$ cat config.mk
export PLATFORM = sky130hd
export DESIGN_NAME = branch_pred_unit
export DESIGN_NICKNAME = d
export VERILOG_FILES = /design/src/rtl/rv32i_pkg.sv /design/src/rtl/branch_cmp.sv /design/src/rtl/branch_pred_unit.sv
export SDC_FILE = /design/constraint.sdc
export NUM_CORES = 2
export LEC_CHECK = 0
export CORE_MARGIN = 5
export CORE_UTILIZATION = 52
export CTS_BUF_LIST = sky130_fd_sc_hd__clkbuf_8
export DETAILED_ROUTE_END_ITERATION = 6
export HOLD_SLACK_MARGIN = 0.1
export PLACE_DENSITY = 0.73
export SYNTH_ARGS = -nofsm -noshare
export SYNTH_HDL_FRONTEND = slang
export SYNTH_SLANG_ARGS = --single-unit
$ cat constraint.sdc
create_clock -name clk_i -period 5.3 [get_ports clk_i]
set_clock_uncertainty 0.2 [all_clocks]
set_input_delay 0.795 -clock clk_i [delete_from_list [all_inputs] [get_ports clk_i]]
set_output_delay 0.795 -clock clk_i [all_outputs]
set_load 0.05 [all_outputs]
$ cat src/rtl/rv32i_pkg.sv
`default_nettype none
// ============================================================================
// Module      : rv32i_pkg
// Description : Shared rv32i pipeline types: datapath width, branch kinds
//               and conditional-branch funct3 encodings.
// Revision    : 1.0 - initial release
// ============================================================================
package rv32i_pkg;

  localparam int DPW = 32;

  // Control-flow class of the instruction in execute
  typedef enum logic [1:0] {
    BR_NONE = 2'd0,
    BR_COND = 2'd1,
    BR_JAL  = 2'd2,
    BR_JALR = 2'd3
  } br_kind_t;

  // funct3 encodings of the conditional branches (010/011 are unused)
  typedef enum logic [2:0] {
    BC_BEQ  = 3'b000,
    BC_BNE  = 3'b001,
    BC_BLT  = 3'b100,
    BC_BGE  = 3'b101,
    BC_BLTU = 3'b110,
    BC_BGEU = 3'b111
  } br_cond_t;

endpackage
`default_nettype wire

$ cat src/rtl/branch_cmp.sv
`default_nettype none
// ============================================================================
// Module      : branch_cmp
// Description : Combinational conditional-branch evaluator (funct3, rs1, rs2
//               -> taken). Reserved funct3 values resolve as not taken.
// Revision    : 1.0 - initial release
// ============================================================================
module branch_cmp #(
  parameter int DPW = 32
) (
  input  logic [2:0]     i_funct3,
  input  logic [DPW-1:0] i_rs1,
  input  logic [DPW-1:0] i_rs2,
  output logic           o_taken
);
  import rv32i_pkg::*;

  logic w_eq;
  logic w_lt_s;
  logic w_lt_u;

  assign w_eq   = (i_rs1 == i_rs2);
  assign w_lt_s = ($signed(i_rs1) < $signed(i_rs2));
  assign w_lt_u = (i_rs1 < i_rs2);

  // Select the comparison result that matches the branch condition
  always_comb begin
    o_taken = 1'b0;
    case (i_funct3)
      BC_BEQ:  o_taken = w_eq;
      BC_BNE:  o_taken = !w_eq;
      BC_BLT:  o_taken = w_lt_s;
      BC_BGE:  o_taken = !w_lt_s;
      BC_BLTU: o_taken = w_lt_u;
      BC_BGEU: o_taken = !w_lt_u;
      default: o_taken = 1'b0;
    endcase
  end

endmodule
`default_nettype wire

$ cat src/rtl/branch_pred_unit.sv
`default_nettype none
// ============================================================================
// Module      : branch_pred_unit
// Description : Fetch PC owner with a direct-mapped BTB (2-bit counters) for
//               prediction, plus execute-stage branch resolution, redirect,
//               flush/misalign signalling and BTB training.
// Revision    : 1.0 - initial release
// ============================================================================
module branch_pred_unit #(
  parameter int             DPW       = rv32i_pkg::DPW,
  parameter logic [DPW-1:0] RESET_PC  = 32'h0000_0000,
  parameter logic [DPW-1:0] TRAP_PC   = 32'h0000_0004,
  parameter int             BTB_DEPTH = 16
) (
  input  logic                clk_i,
  input  logic                rst_i,
  input  logic                stall_i,
  output logic [DPW-1:0]      pcf_o,
  output logic                pred_taken_f_o,
  output logic [DPW-1:0]      pred_target_f_o,
  input  logic                ex_valid_i,
  input  rv32i_pkg::br_kind_t ex_kind_i,
  input  logic [2:0]          ex_funct3_i,
  input  logic [DPW-1:0]      ex_pc_i,
  input  logic [DPW-1:0]      ex_rs1_i,
  input  logic [DPW-1:0]      ex_rs2_i,
  input  logic [DPW-1:0]      ex_imm_i,
  input  logic                ex_pred_taken_i,
  input  logic [DPW-1:0]      ex_pred_target_i,
  output logic [DPW-1:0]      ex_link_o,
  output logic                flush_o,
  output logic                misalign_o
);
  import rv32i_pkg::*;

  localparam int IDX   = $clog2(BTB_DEPTH);
  localparam int TAG_W = DPW - IDX - 2;

  logic [DPW-1:0]       r_pcf;
  logic [BTB_DEPTH-1:0] r_btb_valid;
  logic [TAG_W-1:0]     r_btb_tag    [BTB_DEPTH];
  logic [DPW-1:0]       r_btb_target [BTB_DEPTH];
  logic [1:0]           r_btb_ctr    [BTB_DEPTH];

  logic [IDX-1:0]   w_f_idx;
  logic [TAG_W-1:0] w_f_tag;
  logic             w_f_hit;
  logic [IDX-1:0]   w_e_idx;
  logic [TAG_W-1:0] w_e_tag;
  logic             w_e_hit;
  logic             w_cond_taken;
  logic             w_resolve;
  logic             w_taken;
  logic [DPW-1:0]   w_target;
  logic             w_misalign;
  logic             w_mispredict;
  logic             w_train;
  logic [DPW-1:0]   w_next_pc;

  // Fetch-side lookup
  assign w_f_idx = r_pcf[IDX+1:2];
  assign w_f_tag = r_pcf[DPW-1:IDX+2];
  assign w_f_hit = r_btb_valid[w_f_idx] && (r_btb_tag[w_f_idx] == w_f_tag);

  assign pcf_o           = r_pcf;
  assign pred_taken_f_o  = w_f_hit && r_btb_ctr[w_f_idx][1];
  assign pred_target_f_o = pred_taken_f_o ? r_btb_target[w_f_idx] : (r_pcf + DPW'(4));

  // Execute-side lookup of the resolving branch's own entry
  assign w_e_idx = ex_pc_i[IDX+1:2];
  assign w_e_tag = ex_pc_i[DPW-1:IDX+2];
  assign w_e_hit = r_btb_valid[w_e_idx] && (r_btb_tag[w_e_idx] == w_e_tag);

  assign ex_link_o = ex_pc_i + DPW'(4);

  branch_cmp #(
    .DPW (DPW)
  ) u_branch_cmp (
    .i_funct3 (ex_funct3_i),
    .i_rs1    (ex_rs1_i),
    .i_rs2    (ex_rs2_i),
    .o_taken  (w_cond_taken)
  );

  // Resolve direction and target of the execute-stage control transfer
  always_comb begin
    w_resolve = ex_valid_i && (ex_kind_i != BR_NONE);
    w_taken   = 1'b0;
    w_target  = ex_pc_i + ex_imm_i;
    case (ex_kind_i)
      BR_COND: w_taken = w_cond_taken;
      BR_JAL:  w_taken = 1'b1;
      BR_JALR: begin
        w_taken  = 1'b1;
        w_target = (ex_rs1_i + ex_imm_i) & ~DPW'(1);
      end
      default: w_taken = 1'b0;
    endcase
  end

  // A misaligned taken target traps instead of being treated as a mispredict
  assign w_misalign   = w_resolve && w_taken && w_target[1];
  assign w_mispredict = w_resolve && !w_misalign &&
                        ((w_taken != ex_pred_taken_i) ||
                         (w_taken && (w_target != ex_pred_target_i)));
  assign w_train      = w_resolve && !w_misalign;

  assign misalign_o = !rst_i && w_misalign;
  assign flush_o    = !rst_i && (w_misalign || w_mispredict);

  // Next-PC priority: trap, mispredict redirect, stall hold, prediction
  always_comb begin
    w_next_pc = pred_target_f_o;
    if (w_misalign) begin
      w_next_pc = TRAP_PC;
    end else if (w_mispredict) begin
      w_next_pc = w_taken ? w_target : ex_link_o;
    end else if (stall_i) begin
      w_next_pc = r_pcf;
    end
  end

  // Fetch PC register
  always_ff @(posedge clk_i or posedge rst_i) begin
    if (rst_i) begin
      r_pcf <= RESET_PC;
    end else begin
      r_pcf <= w_next_pc;
    end
  end

  // BTB valid bits: set on taken allocation, cleared only by reset
  always_ff @(posedge clk_i or posedge rst_i) begin
    if (rst_i) begin
      r_btb_valid <= '0;
    end else if (w_train && w_taken) begin
      r_btb_valid[w_e_idx] <= 1'b1;
    end
  end

  // BTB payload (tag, target, counter) needs no reset; valid gates its use
  always_ff @(posedge clk_i) begin
    if (w_train) begin
      if (w_taken) begin
        r_btb_tag[w_e_idx]    <= w_e_tag;
        r_btb_target[w_e_idx] <= w_target;
        if (!w_e_hit) begin
          r_btb_ctr[w_e_idx] <= 2'b10;
        end else if (r_btb_ctr[w_e_idx] != 2'b11) begin
          r_btb_ctr[w_e_idx] <= r_btb_ctr[w_e_idx] + 2'b01;
        end
      end else if (w_e_hit && (r_btb_ctr[w_e_idx] != 2'b00)) begin
        r_btb_ctr[w_e_idx] <= r_btb_ctr[w_e_idx] - 2'b01;
      end
    end
  end

endmodule
`default_nettype wire
After elaboration in Yosys (flattened, before gate mapping)
Memories as Yosys holds them, arrays and structs flattened.
Cells that the tools add are included.
{ "op_classes": {"bitwise_logic": 3, "shift": 0, "n_addsub": 6, "n_mul": 0, "div_mod_pow": 0, "muxes": 32, "eq_ne": 15, "order_cmp": 5, "reduce_logical": 25} }
{ "op_table": {"columns": ["cell", "n"], "rows": [
  ["$mux 32", 6],
  ["$add 32x3->32 const B", 2],
  ["$add 32x32->32", 2],
  ["$lt 32x32->1", 2],
  ["$eq 26x26->1", 2],
  ["$eq 32x32->1", 1],
  ["$ne 32x32->1", 1],
  ["$mux 1", 19],
  ["$or 16x16->16", 1],
  ["$logic_and 1x1->1", 14],
  ["$eq 3x3->1 const B", 4],
  ["$lt 4x5->1 const B", 2],
  ["$bmux 1 s4", 2],
  ["$pmux 1 s6", 1],
  ["$logic_not 1->1", 5],
  ["$demux 1 s4", 1],
  ["$eq 2x2->1 const B", 2],
  ["$ge 4x1->1 const B", 1],
  ["$mux 2", 2],
  ["$reduce_bool 2->1", 2],
  ["$eq 3x1->1 const B", 1],
  ["$logic_not 3->1", 1],
  ["$ne 3x1->1 const B", 1],
  ["$add 2x1->2 const B", 1],
  ["other kinds (8)", 10]
]} }
{ "totals": {"mem_count": 3, "rom_bits": 0, "ff_bits": 48, "elab_cells": 91, "out_inout_bits": 99, "latchBits": 0, "inputBits": 170, "ramBits": 960} }
{ "mem_list": {"columns": ["memory", "depth", "width", "rd", "rd_ports_with_merged_regs", "write_ports", "line", "source"], "rows": [
  ["r_btb_target", 16, 32, 1, 0, 1, "branch_pred_unit.sv:42", "logic [DPW-1:0] r_btb_target [BTB_DEPTH];"],
  ["r_btb_tag", 16, 26, 2, 0, 1, "branch_pred_unit.sv:41", "logic [TAG_W-1:0] r_btb_tag [BTB_DEPTH];"],
  ["r_btb_ctr", 16, 2, 2, 0, 1, "branch_pred_unit.sv:43", "logic [1:0] r_btb_ctr [BTB_DEPTH];"]
]} }

Logic depth before layout (Yosys ltp)
{ "depth": {"depth_word": 12, "mapped_depth": 19, "ltp_nobuf": 16} }

Hierarchy
A second synthesis with hierarchy kept.
{ "hier_totals": {"hier_cells": 3147, "area_unflattened_um2": 50604.8} }
{ "by_module_without_submodules": {"columns": ["mod", "n_inst", "area_per_inst_um2", "seq_area_each_um2", "cells_per_inst"], "rows": [
  ["branch_pred_unit", 1, 49740.2, 30028.8, 3027],
  ["branch_cmp", 1, 864.6, 0.0, 120]
]} }

Least setup slack after synthesis
No wires, ideal clock.
{ "synth_timing": {"kind": "input-to-reg", "from": "in ex_rs2_i[5]", "to": "reg r_btb_valid[15]", "arrival_time_ns": 7.168, "required_time_ns": 5.011, "stages": 13, "setup_ns": 0.089, "n_path_buf": 0, "slack_ns": -2.157, "path_cell_list": "inv_1 > ha_1 > a21o_1 > a21o_1 > a21oi_1 > o22ai_1 > o41ai_1 > nand2_1 > xnor2_1 > a21oi_1 > nand2_1 > nor3_1 > or2_2"} }
{ "synth_between": {"elab_chain_len": 9, "elab_cells_between_ends": 13, "classes_between": "2 x order compare; 1 x eq/ne; 2 x mux; 8 x reduce/logical"} }
{ "synth_rtl": {"columns": ["element", "line", "source"], "rows": [
  ["start: declaration", "branch_pred_unit.sv:26", "input logic [DPW-1:0] ex_rs2_i,"],
  ["$lt 32x32->1 (tied with other cells)", "branch_cmp.sv:24", "assign w_lt_u = (i_rs1 < i_rs2);"],
  ["$logic_not 1->1 (on tied branches)", "branch_cmp.sv:35, branch_cmp.sv:31, branch_cmp.sv:33", null],
  ["$pmux 1 s6 (*)", "branch_cmp.sv:29", "case (i_funct3)"],
  ["$pmux 1 s2 (*)", "branch_pred_unit.sv:90", "case (ex_kind_i)"],
  ["$logic_and 1x1->1 (2 in series)", "branch_pred_unit.sv:102", "assign w_misalign = w_resolve && w_taken && w_target[1];"],
  ["$logic_not 1->1", "branch_pred_unit.sv:106", "assign w_train = w_resolve && !w_misalign;"],
  ["$logic_and 1x1->1", "branch_pred_unit.sv:106", null],
  ["$logic_and 1x1->1 (*)", "branch_pred_unit.sv:136", "end else if (w_train && w_taken) begin"],
  ["end signal: assignment", "branch_pred_unit.sv:135", "r_btb_valid <= '0;"],
  ["end signal: indexed assignment", "branch_pred_unit.sv:137", "r_btb_valid[w_e_idx] <= 1'b1;"],
  ["end: declaration", "branch_pred_unit.sv:40", "logic [BTB_DEPTH-1:0] r_btb_valid;"]
]} }
Every way passes the cells marked *; elsewhere a longest branch is shown, timed or not.
A chain may end at the register's enable or synchronous reset.

Worst setup path after layout
{ "layout_timing": {"from": "reg r_pcf[2], in the netlist pcf_o[2]", "to": "out pred_target_f_o[13]"} }
{ "layout_between": {"elab_chain_len": 5, "elab_cells_between_ends": 10, "classes_between": "1 x add/sub; 1 x eq/ne; 3 x mux; 2 x reduce/logical; 3 x memory"} }
{ "layout_rtl": {"columns": ["element", "line", "source"], "rows": [
  ["start: declaration", "branch_pred_unit.sv:39", "logic [DPW-1:0] r_pcf;"],
  ["start signal: assignment", "branch_pred_unit.sv:128", "r_pcf <= w_next_pc;"],
  ["$mem_v2 16x26 / $bmux 1 s4 (equally long branches)", null, null],
  ["$eq 26x26->1 / $mux 1 (equally long branches)", "branch_pred_unit.sv:63", "assign w_f_hit = r_btb_valid[w_f_idx] && (r_btb_tag[w_f_idx] == w_f_tag);"],
  ["$logic_and 1x1->1", "branch_pred_unit.sv:63", null],
  ["$logic_and 1x1->1", "branch_pred_unit.sv:66", "assign pred_taken_f_o = w_f_hit && r_btb_ctr[w_f_idx][1];"],
  ["$mux 32 (*)", "branch_pred_unit.sv:67", "assign pred_target_f_o = pred_taken_f_o ? r_btb_target[w_f_idx] : (r_pcf + DPW'(4));"],
  ["end: declaration", "branch_pred_unit.sv:20", "output logic [DPW-1:0] pred_target_f_o,"]
]} }
Every way passes the cells marked *; elsewhere a longest branch is shown, timed or not. The select of a mux whose other input is x is not followed.

==> run_results.csv <==
group,metric,value,unit
global_route,grt_pass1_vias,35900,
final_layout,seq_area,30000,um^2
detailed_routing,routed-via-count,35800,
final_layout,fill_cells,6493,
floorplanning,initial_core_util,52.2,%
clock_tree,clk_pin_slew,0.06,ns
placed_design,portBuffers,268,
yosys,synth_seq_cells,1008,
clock_tree,numCtsBuffers,159,
yosys,yosys_warnings,0,
clock_tree,hold_buffers,0,
clock_tree,clock_latency,0.82,ns
yosys,synth_cell_types,90,
detailed_routing,wl_per_cell,31.2,um
sta,hold_violations,0,
sta,slew_headroom,19.4,%
power,pwr-share-comb,36.1,%
yosys,synth-main-ff-cell,"edfxtp_1",
yosys,synth.most_common_cell,"edfxtp_1",
power,p_int,16.1,mW
detailed_routing,ant_nets,0,
sta,setup_ws,-0.373,ns
power,finalPower,24.5,mW
power,pwr-share-clk,25.2,%
placed_design,gp_congestion,0.999,
clock_tree,clkSinkCount,1008,
power,leakage,23.5,nW
job,maxCapViolCount,0,
clock_tree,cts_tree,"done",
clock_tree,max-clock-path-buffers,3,
setup_path,cp-end-kind,"output pin",
setup_path,critPathRequiredTime,4.30,ns
global_route,grt_pass1_wl,243000,um
floorplanning,io_pins,269,
yosys,yosys-top-cells-area,"edfxtp_1 (57%), mux4_2 (18%), ha_1 (2.5%)",
yosys,synth_edf_count,960,
power,switching_share,34.4,%
status,outcome,"complete, but fails checks",
final_layout,multiInputGateArea,20600,um^2
setup_path,reg2reg_depth,17,
power,vdd_drop_max,0.000350,V
global_route,grt_use_total,32.8,%
yosys,netlist.area_leader.share,57.3,%
floorplanning,dieWidth,321,um
detailed_routing,initialDrtViolationCount,5401,
yosys,syn_area,50300,um^2
clock_tree,htree_levels,4,
floorplanning,die-area,103000,um^2
yosys,synthTopCellsByCount,"edfxtp_1 (960), mux4_2 (397), nand2_1 (166)",
detailed_routing,drtPass1Iterations,6,
final_layout,drive_gt1_share,39.6,%
sta,fmax,0.176,GHz
yosys,syn_nets,3424,
floorplanning,rows,114,
detailed_routing,vias_per_cell,6.51,
setup_path,crit_arrival,4.68,ns
setup_path,critPathMaxFanout,8,
final_layout,final_nets,4362,
power,p_seq_share,38.7,%
min_path,hold_path_class,"flop to flop",
status,violations,"setup timing",
floorplanning,die_h,321,um
setup_path,cp-start-kind,"flop",
final_layout,syn2layout_area_growth,29.8,%
sta,rsz0062_at_grt,"yes",
sta,setup_viol,34,
detailed_routing,route.detailed.drc,0,
yosys,avgSynthCellArea,16.0,um^2
setup_path,path_class,"flop to output pin",
sta,final.min_clock_period,5.67,ns
yosys,syn_inst,3152,
global_route,grt_antenna_before_repair,5,
detailed_routing,routed_wl,172000,um
sta,max_slew.worst_pin.slew,1.20,ns
sta,final.period_utilization,107,%
power,power_switching,8.41,mW
yosys,synth_top_area_cell,"edfxtp_1",
yosys,async_reset_ff_share,4.76,%
power,p_per_area,375,nW/um^2
sta,slew_violations,0,
floorplanning,core_area,96400,um^2
placed_design,place_hpwl,118000,um
clock_tree,root_buffer,"clkbuf_8",
global_route,overflow,0,
yosys,yosysSeqAreaShare,59.7,%
global_route,grt_start_max_net_pins,58,
min_path,hold_depth,1,
sta,fin_tns_setup,-8.68,ns
cell families (layout without fill, tap and decap cells):
| logic type | Yosys count | after routing | share of synthesized area (%) |
|---|---|---|---|
| xor+xnor | 174 | 174 | 3.11 |
| buf+inv | 274 | 1342 | 2.36 |
| compound gates | 462 | 462 | 6.08 |
| other cells | 0 | 4 | 0 |
| fa+ha+maj | 102 | 102 | 2.57 |
| flops | 1008 | 1008 | 59.7 |
| simple gates | 631 | 631 | 6.30 |
| mux | 501 | 501 | 19.9 |
metal layers:
layer / up-vias / GRT usage, % / routed length, um
met5: - / 1.53 / 233
met4: 6 / 12.5 / 7220
met3: 384 / 11.8 / 24300
met2: 2509 / 49.6 / 78400
met1: 18200 / 44.0 / 61700
li1: 14700 / - / -
metrics by stage:
step | setup WS (ns) | cells | cell area, um^2 | util (%) | hold slack, ns
after global routing | -0.511 | 5497 | 65300 | 67.7 | 0.304
after global placement | -0.753 | 5135 | 60200 | 62.5 | 0.270
after detailed placement | -0.739 | 5135 | 60200 | 62.5 | 0.281
after CTS | -0.339 | 5478 | 64800 | 67.2 | 0.292
final | -0.373 | 5500 | 65300 | 67.8 | 0.297
after floorplan | -0.857 | 3152 | 50300 | - | 0.257
power by group through the flow:
stage / Combinational [mW] / Clock [mW] / Sequential, mW
after floorplan: 4.50 / 0 / 9.62
after global placement: 7.86 / 0 / 9.61
after detailed placement: 7.95 / 0 / 9.62
after CTS: 8.46 / 6.22 / 9.42
after global routing: 9.17 / 6.64 / 9.45
final: 8.82 / 6.17 / 9.47
final timing paths:
path | slack (ns) | endpoint | from
max | -0.37 | pred_target_f_o[13] | pcf_o[2]
min | 0.30 | r_btb_valid[2] | r_btb_valid[2]
max reg2reg | 0.63 | pcf_o[3] | pcf_o[2]
min reg2reg | 0.30 | r_btb_valid[2] | r_btb_valid[2]
max in group asynchronous | 3.80 | pcf_o[4] | rst_i
min in group asynchronous | 0.39 | pcf_o[1] | rst_i
state kept, by name (all words and copies together) (netlist names):
| signal | cells |
|---|---|
| r_btb_target | 512 |
| pcf_o | 32 |
| r_btb_valid | 16 |
| r_btb_ctr | 32 |
| r_btb_tag | 416 |
layout make-up:
type                       instances  area share, %
timing repair buffer             975           15.1
inverter                          76          0.441
antenna                            4         0.0153
sequential                      1008           46.0
multi-input combinational       1870           31.5
clock buffer                     164           3.46
tap                             1276           2.44
clock inverter                   127           1.05
placed cells by master, fill, tap and decap left out, types with 45 or more instances in the layout:
cell / count
a21oi_1: 73
buf_12: 145
buf_4: 582
clkbuf_8: 165
clkdlybuf4s50_1: 136
dfrtp_1: 45
edfxtp_1: 960
ha_1: 62
inv_1: 121
mux2i_1: 80
mux4_2: 397
nand2_1: 156
nand3_1: 64
nand4_1: 61
nor2_1: 95
xnor2_1: 102
xor2_1: 65
worst max-delay path, stage by stage (launching register included):
cell and delay (ns):
dfrtp_4 0.45, buf_12 0.15, clkbuf_16 0.18, mux4_2 0.49, nand2_1 0.07, and3_1 0.19, nor3_1 0.05, or4b_4 0.58
or3b_1 0.41, nor4_2 0.25, and2_4 0.19, buf_12 0.15, buf_12 0.16, buf_6 0.10, nor2_2 0.03, nor2_1 0.10
buf_4 0.17, buf_12 0.14
timing repair:
action,in CTS,in global routing
cloned,3,1
endpoints found under the setup margin,34,36
buffers inserted,50,19
resized for setup,314,141
pin swaps,69,59
Note: power is estimated with default switching activity, not from simulation.
